**src/rtl/jk_sync_tx.sv**
```systemverilog
// J/K line transmitter: one frame per request, made of the SYNC field, an
// NRZI payload sent LSB first with bit stuffing, then EOP (SE0, SE0, J).
module jk_sync_tx #(
  parameter int DATA_W    = 8,
  parameter int SYNC_LEN  = 8,
  parameter int STUFF_RUN = 6
) (
  input  logic              CLK,
  input  logic              RST,
  input  logic              tx_start,
  input  logic [DATA_W-1:0] tx_data,
  output logic              out_k,
  output logic              out_j,
  output logic              out_en,
  output logic              tx_busy,
  output logic              tx_done
);

  localparam int CNT_W  = $clog2(SYNC_LEN + 3);
  localparam int BIT_W  = $clog2(DATA_W + 1);
  localparam int ONES_W = $clog2(STUFF_RUN + 1);

  typedef enum logic [1:0] {S_IDLE, S_SYNC, S_DATA, S_EOP} state_t;

  state_t              state_q, state_d;
  logic [DATA_W-1:0]   data_q, data_d;
  logic [CNT_W-1:0]    cnt_q, cnt_d;
  logic [BIT_W-1:0]    bit_q, bit_d;
  logic [ONES_W-1:0]   ones_q, ones_d;
  logic                level_q, level_d;
  logic                k_q, k_d;
  logic                j_q, j_d;
  logic                en_q, en_d;
  logic                busy_q, busy_d;
  logic                done_q, done_d;

  logic                sync_last;
  logic [CNT_W-1:0]    sync_next;
  logic                sync_next_k;
  logic                src_level;
  logic [ONES_W-1:0]   src_ones;
  logic [BIT_W-1:0]    src_bit;
  logic                stuff;
  logic                toggle;
  logic                emit_data;

  assign out_k   = k_q;
  assign out_j   = j_q;
  assign out_en  = en_q;
  assign tx_busy = busy_q;
  assign tx_done = done_q;

  always_comb begin
    state_d   = state_q;
    data_d    = data_q;
    cnt_d     = cnt_q;
    bit_d     = bit_q;
    ones_d    = ones_q;
    level_d   = level_q;
    k_d       = k_q;
    j_d       = j_q;
    en_d      = en_q;
    busy_d    = busy_q;
    done_d    = 1'b0;
    emit_data = 1'b0;

    sync_last   = (cnt_q == CNT_W'(SYNC_LEN - 1));
    sync_next   = cnt_q + CNT_W'(1);
    sync_next_k = (sync_next == CNT_W'(SYNC_LEN - 1)) || !sync_next[0];

    // The first payload symbol is chosen on the edge leaving SYNC, so the
    // NRZI context is taken as a fresh K-level, zero-run start there.
    src_level = (state_q == S_SYNC) ? 1'b1 : level_q;
    src_ones  = (state_q == S_SYNC) ? '0 : ones_q;
    src_bit   = (state_q == S_SYNC) ? '0 : bit_q;
    stuff     = (src_ones == ONES_W'(STUFF_RUN));
    toggle    = stuff || !data_q[0];

    case (state_q)
      S_IDLE: begin
        k_d  = 1'b0;
        j_d  = 1'b1;
        en_d = 1'b0;
        if (tx_start) begin
          data_d  = tx_data;
          busy_d  = 1'b1;
          cnt_d   = '0;
          state_d = S_SYNC;
          k_d     = 1'b1;
          j_d     = 1'b0;
          en_d    = 1'b1;
        end
      end
      S_SYNC: begin
        if (sync_last) begin
          state_d   = S_DATA;
          emit_data = 1'b1;
        end else begin
          cnt_d = sync_next;
          k_d   = sync_next_k;
          j_d   = !sync_next_k;
          en_d  = 1'b1;
        end
      end
      S_DATA: begin
        // A pending stuff is still owed after the last payload bit.
        if (!stuff && (bit_q == BIT_W'(DATA_W))) begin
          state_d = S_EOP;
          cnt_d   = '0;
          k_d     = 1'b0;
          j_d     = 1'b0;
          en_d    = 1'b1;
        end else begin
          emit_data = 1'b1;
        end
      end
      S_EOP: begin
        if (cnt_q == CNT_W'(0)) begin
          cnt_d = CNT_W'(1);
          k_d   = 1'b0;
          j_d   = 1'b0;
          en_d  = 1'b1;
        end else if (cnt_q == CNT_W'(1)) begin
          cnt_d = CNT_W'(2);
          k_d   = 1'b0;
          j_d   = 1'b1;
          en_d  = 1'b1;
        end else begin
          cnt_d   = '0;
          state_d = S_IDLE;
          k_d     = 1'b0;
          j_d     = 1'b1;
          en_d    = 1'b0;
          busy_d  = 1'b0;
          done_d  = 1'b1;
        end
      end
      default: state_d = S_IDLE;
    endcase

    if (emit_data) begin
      level_d = toggle ? !src_level : src_level;
      ones_d  = toggle ? '0 : src_ones + ONES_W'(1);
      bit_d   = src_bit;
      k_d     = level_d;
      j_d     = !level_d;
      en_d    = 1'b1;
      if (!stuff) begin
        data_d = data_q >> 1;
        bit_d  = src_bit + BIT_W'(1);
      end
    end
  end

  always_ff @(posedge CLK or posedge RST) begin
    if (RST) begin
      state_q <= S_IDLE;
      data_q  <= '0;
      cnt_q   <= '0;
      bit_q   <= '0;
      ones_q  <= '0;
      level_q <= 1'b1;
      k_q     <= 1'b0;
      j_q     <= 1'b1;
      en_q    <= 1'b0;
      busy_q  <= 1'b0;
      done_q  <= 1'b0;
    end else begin
      state_q <= state_d;
      data_q  <= data_d;
      cnt_q   <= cnt_d;
      bit_q   <= bit_d;
      ones_q  <= ones_d;
      level_q <= level_d;
      k_q     <= k_d;
      j_q     <= j_d;
      en_q    <= en_d;
      busy_q  <= busy_d;
      done_q  <= done_d;
    end
  end

endmodule

```
**config.mk**
```make
export PLATFORM = sky130hd
export DESIGN_NAME = jk_sync_tx
export DESIGN_NICKNAME = d
export VERILOG_FILES = /design/src/rtl/jk_sync_tx.sv
export SDC_FILE = /design/constraint.sdc
export NUM_CORES = 1
export LEC_CHECK = 0
export ABC_CLOCK_PERIOD_IN_PS = 2300
export BUFFER_PORTS_ARGS = -buffer_cell sky130_fd_sc_hd__buf_2
export CORE_ASPECT_RATIO = 0.5
export CORE_UTILIZATION = 53
export CTS_CLUSTER_SIZE = 14
export DETAILED_ROUTE_END_ITERATION = 7
export PLACE_DENSITY_LB_ADDON = 0.15
export SLEW_MARGIN = 20
export SYNTH_ARGS = -nofsm -noshare
export SYNTH_HDL_FRONTEND = slang
export SYNTH_SLANG_ARGS = --single-unit
```
**constraint.sdc**
```tcl
create_clock -name CLK -period 2.3 [get_ports CLK]
set_input_delay 0.115 -clock CLK [delete_from_list [all_inputs] [get_ports CLK]]
set_output_delay 0.115 -clock CLK [all_outputs]
set_load 0.02 [all_outputs]
```
==> After elaboration in Yosys (flattened, before gate mapping) <==
Index checks and enable logic that the tools add are counted.
{ "classes": {"addsub": 3, "multipliers": 0, "div_mod_pow": 0, "order_cmp": 0, "n_eq_ne": 16, "n_shift": 0, "mux": 48, "n_bitwise": 0, "n_reduce_logical": 16} }
{ "op_table": {"columns": ["op", "n"], "rows": [
  ["8-bit two-way mux", 4],
  ["1-bit two-way mux", 23],
  ["4-bit two-way mux", 5],
  ["4-bit case mux with 4 select lines", 1],
  ["2-bit two-way mux", 7],
  ["2-bit inequality test (second input constant)", 6],
  ["1-bit case mux with 4 select lines", 3],
  ["4-bit by 1-bit adder with 4-bit output (second input constant)", 2],
  ["4-bit by 3-bit equality test with 1-bit output (second input constant)", 2],
  ["2-bit case mux with 4 select lines", 1],
  ["1-bit logical NOT", 6],
  ["3-bit two-way mux", 2],
  ["3-bit inequality test (second input constant)", 2],
  ["5-bit AND reduction", 1],
  ["2-bit equality test (second input constant)", 2],
  ["4-bit by 1-bit equality test with 1-bit output (second input constant)", 1],
  ["4-bit equality test (second input constant)", 1],
  ["4-bit logical NOT", 1],
  ["1-bit case mux with 2 select lines", 2],
  ["4-bit AND reduction", 1],
  ["3-bit by 1-bit adder with 3-bit output (second input constant)", 1],
  ["3-bit equality test (second input constant)", 1],
  ["3-bit AND reduction", 1],
  ["2-bit by 1-bit equality test with 1-bit output (second input constant)", 1],
  ["other kinds (5)", 6]
]} }
{ "word_totals": {"ff_bits": 27, "latch_bits": 0, "ram_bits": 0, "rom_bits": 0, "in_bits": 11, "out_inout_bits": 5, "elab_cells": 94, "memories": 0} }

==> Depth between registers and ports, before layout <==
{ "depth": {"word_depth": 9, "mapped_depth": 12, "depth_no_buf": 9} }

==> Worst setup path before layout <==
No wires, ideal clock.
{ "synth_path": {"path_kind": "register to register", "start": "register state_q[1]", "end": "register level_q", "setup_ns": 0.082, "t_arrival_ns": 2.307, "required_ns": 2.218, "path_slack_ns": -0.089, "stages_incl_launch_ff": 12, "n_path_buf": 2, "period_less_slack_ns": 2.389, "cell_sequence": "dfrtp_1 > inv_1 > ha_1 > clkbuf_2 > clkbuf_1 > nor2b_1 > inv_1 > ha_1 > and4b_1 > a211oi_2 > or2b_2 > mux2_2"} }
{ "synth_via": {"elab_chain_len": 7, "elab_cells_between_ends": 12, "cone_classes": "eq/ne: 3; mux: 5; reduce/logical: 4"} }
{ "synth_rtl": {"columns": ["item", "line", "rtl"], "rows": [
  ["start, declared", "25", "state_t state_q, state_d;"],
  ["start signal, assigned", "169", "state_q <= state_d;"],
  ["2-bit by 1-bit equality test with 1-bit output", "73, 74, 79", null],
  ["3-bit two-way mux", "74", "src_ones = (state_q == S_SYNC) ? '0 : ones_q;"],
  ["3-bit equality test", "76", "stuff = (src_ones == ONES_W'(STUFF_RUN));"],
  ["1-bit logical NOT", null, null],
  ["1-bit logical AND", "107", "if (!stuff && (bit_q == BIT_W'(DATA_W))) begin"],
  ["1-bit two-way mux", "107", null],
  ["1-bit case mux with 2 select lines", "79", "case (state_q)"],
  ["end signal, assigned", "174", "level_q <= level_d;"],
  ["end, declared", "30", "logic level_q, level_d;"]
]} }
Parallel ways exist; a longest one is shown, timed or not.
A chain may end at the register's enable or synchronous reset.

==> Worst setup path in the final report <==
Ends and elaborated chain as after synthesis.

==> results.json <==
{
  "status": "complete, no violations",
  "drtPass1Iterations": 4,
  "p_int_w": 0.001598,
  "n_fill_cell": 250,
  "place.gp.congestion": 0.8092,
  "fin_tns_setup_ns": 0,
  "ys_seq_area_share_pct": 39.91,
  "register_area_um2": 678.2,
  "combinationalPowerShare_pct": 58.3,
  "root_buffer": "clkbuf_8",
  "vias": 1238,
  "worstMarginPinSlew_ns": 0.4007,
  "htree_levels": 1,
  "power.net_switching_w": 0.001108,
  "place_area_mm2": 0.001854,
  "max_stage_delay_ns": 0.38,
  "leakage_nw": 0.9045,
  "fmax_ghz": 0.4626,
  "fin_nets": 205,
  "crit_family": "simple AND/OR/NAND/NOR gates",
  "p_per_area_mw_per_mm2": 1401,
  "holdWs_ns": 0.1293,
  "clock_skew_ns": 0.002314,
  "multi_input_area_um2": 953.4,
  "synth-seq-cells": 27,
  "syn_nets": 182,
  "final_area_mm2": 0.001932,
  "relSlewSlack_pct": 72.95,
  "row_count": 14,
  "async_flop_share_pct": 100.0,
  "hp-start": "tx_data[7]",
  "cts_inserted_buffers": 3,
  "arrival_ns": 2.38,
  "synth_edf_count": 0,
  "hold_viol": 0,
  "drive_gt1_share_pct": 32.97,
  "period_needed_ns": 2.162,
  "first_iter_violations": 37,
  "grt_pass1_vias": 1182,
  "seqPwrFrac_pct": 31.2,
  "clk_latency_ns": 0.28,
  "dp_slack_ns": 0.08719,
  "rsz0062_at_grt": "no",
  "synth_top_area_share_pct": 36.82,
  "post-cts-setup-buffers": 0,
  "clockBufferDepth": 2,
  "period_share_pct": 93.99,
  "setup.worst_path.start": "state_q[1]$_DFFE_PP0P_",
  "synth_cell_types": 49,
  "worstHoldPathType": "in2reg",
  "ios": 16,
  "worstSetupStartpointType": "flop",
  "r2r_start": "state_q[1]$_DFFE_PP0P_",
  "synth_area_mm2": 0.001699,
  "wire_per_inst_um": 15.02,
  "path_class": "reg2reg",
  "overflow": 0,
  "crit_required_ns": 2.52,
  "switching_share_pct": 40.95,
  "dpl.hpwl_um": 2434,
  "ys_top_cells_by_area": "dfrtp_1 (37%), mux2_2 (11%), ha_1 (8.1%)",
  "cp_max_fo": 4,
  "grt_max_degree": 28,
  "antenna_found_initial": 0,
  "yosysTopAreaCell": "dfrtp_1",
  "drcViolationCount": 0,
  "antenna_cells": 0,
  "grt_usage_pct": 21.88,
  "start_util_pct": 56.07,
  "drv_cap": 0,
  "clkPwrFrac_pct": 10.5,
  "areaGrowthSynthToFinish_pct": 13.70,
  "syn-mean-instance-area_um2": 10.62,
  "coreArea_mm2": 0.003030,
  "via_per_inst": 5.577,
  "cp_common_cell": "inv_1",
  "synthFlopType": "dfrtp_1",
  "io_buffers": 15,
  "cts_tree": "yes",
  "dieWidth_um": 82.08,
  "fin_ws_ns": 0.1381,
  "yosysWarningCount": 0,
  "die_area_mm2": 0.003450,
  "max-vdd-ir-drop_uv": 624.5,
  "synthCells": 160,
  "path_clk_slew_ns": 0.10,
  "crit_path_top_delay_cell": "dfrtp_1",
  "slew_violations": 0,
  "path_cells": "inv_1 > ha_2 > nor2b_2 > inv_1 > ha_1 > and4b_2 > a211oi_4 > or2b_4 > mux2_2",
  "crit_buf_inv": 2,
  "grt_pass1_wl_um": 5561,
  "setup_violations": 0,
  "routed_wl_um": 3335,
  "die_h_um": 42.04,
  "worstSetupEndpointType": "flop",
  "clock-sinks": 27,
  "ant_nets": 0
}
## repair_timing
item,4_1_cts,5_1_grt
hold endpoints to repair,25,0
hold buffers,1,0
endpoints found under the setup margin,0,11
resized for setup,0,4
## routing by layer
layer | routed length, um | part of all wire (%) | up-vias | track usage [%]
li1 | - | - | 611 | -
met1 | 1604 | 48 | 598 | 30.45
met2 | 1594 | 48 | 26 | 36.03
met3 | 127 | 3.8 | 3 | 5.217
met4 | 9 | 0.27 | 0 | 2.105
met5 | 0 | 0 | - | 0
## cells in the mapped netlist, drive strengths merged (4+ instances only)
master / number
a21boi: 4
nand3: 7
inv: 13
nor2b: 5
dfrtp: 25
nor2: 7
mux2i: 6
nand2: 8
o21ai: 7
a21oi: 4
ha: 11
clkbuf: 4
mux2: 16
## logic make-up after synthesis
family / after synthesis / share of synthesized area, %
buf+inv: 20 / 5.449
flops: 27 / 39.91
xor+xnor: 3 / 1.547
simple gates: 44 / 15.46
fa+ha+maj: 11 / 8.100
compound gates: 33 / 15.39
mux: 22 / 14.14
## final timing paths
check | slack, ns | cells after the start | endpoint
worst max-delay path | 0.14 | 9 | level_q$_DFFE_PP1P_
worst min-delay path | 0.13 | 3 | data_q[7]$_DFF_PP0_
worst max register to register | 0.14 | 9 | level_q$_DFFE_PP1P_
worst min register to register | 0.51 | 1 | data_q[1]$_DFF_PP0_
max in group asynchronous | 1.56 | 4 | level_q$_DFFE_PP1P_
min in group asynchronous | 0.44 | 4 | data_q[4]$_DFF_PP0_
## flip-flops by register name, indices dropped and copies added (netlist names), 2 cells and up
| register | cells |
|---|---|
| bit_q | 4 |
| cnt_q | 4 |
| data_q | 8 |
| ones_q | 3 |
| state_q | 2 |
## through the flow
step / utilization, % / std cells / power (W)
3_5_place_dp: 61.19 / 217 / 0.002391
6_report: 63.75 / 222 / 0.002706
5_1_grt: 63.75 / 222 / 0.002930
4_1_cts: 63.13 / 222 / 0.002685
3_3_place_gp: 61.19 / 217 / 0.002352
2_1_floorplan: - / 160 / 0.002045
## worst register-to-register path: stages, from the launching register on
cell      delay (ns)
dfrtp_1         0.38
inv_1           0.10
ha_2            0.22
nor2b_2         0.14
inv_1           0.07
ha_1            0.20
and4b_2         0.26
a211oi_4        0.22
or2b_4          0.18
mux2_2          0.33
## power by group through the flow
| stage | combinational [W] | clock, W | sequential, W |
|---|---|---|---|
| after floorplan | 0.00119 | 0 | 0.000851 |
| after detailed placement | 0.00154 | 0 | 0.000850 |
| after global placement | 0.00151 | 0 | 0.000843 |
| after CTS | 0.00155 | 0.000292 | 0.000842 |
| final | 0.00158 | 0.000283 | 0.000844 |
| after global routing | 0.00175 | 0.000310 | 0.000872 |
## area by class of cell
class / instances / area share (%)
flip-flops and latches: 27 / 35.10
clock buffers: 3 / 2.137
multi-input cells: 113 / 49.35
clock inverters: 1 / 0.3886
inverters: 13 / 2.526
repair buffers: 25 / 7.902
well taps: 40 / 2.591
## cells in the final DEF, fill, tap and decap left out, drive strengths merged, types with 2 or more instances in the layout
master	instances
a31oi	2
nand3	7
or3	2
a21boi	4
buf	24
mux2	16
and4b	3
dfstp	2
nand2	8
clkbuf	3
ha	11
o21ai	7
xnor2	2
nor2	7
inv	13
mux2i	6
o22ai	2
a211oi	3
nor2b	5
nor3b	2
a21oi	4
dfrtp	25
nand2b	3
a22oi	2
Power figures use the tool's default switching activity.
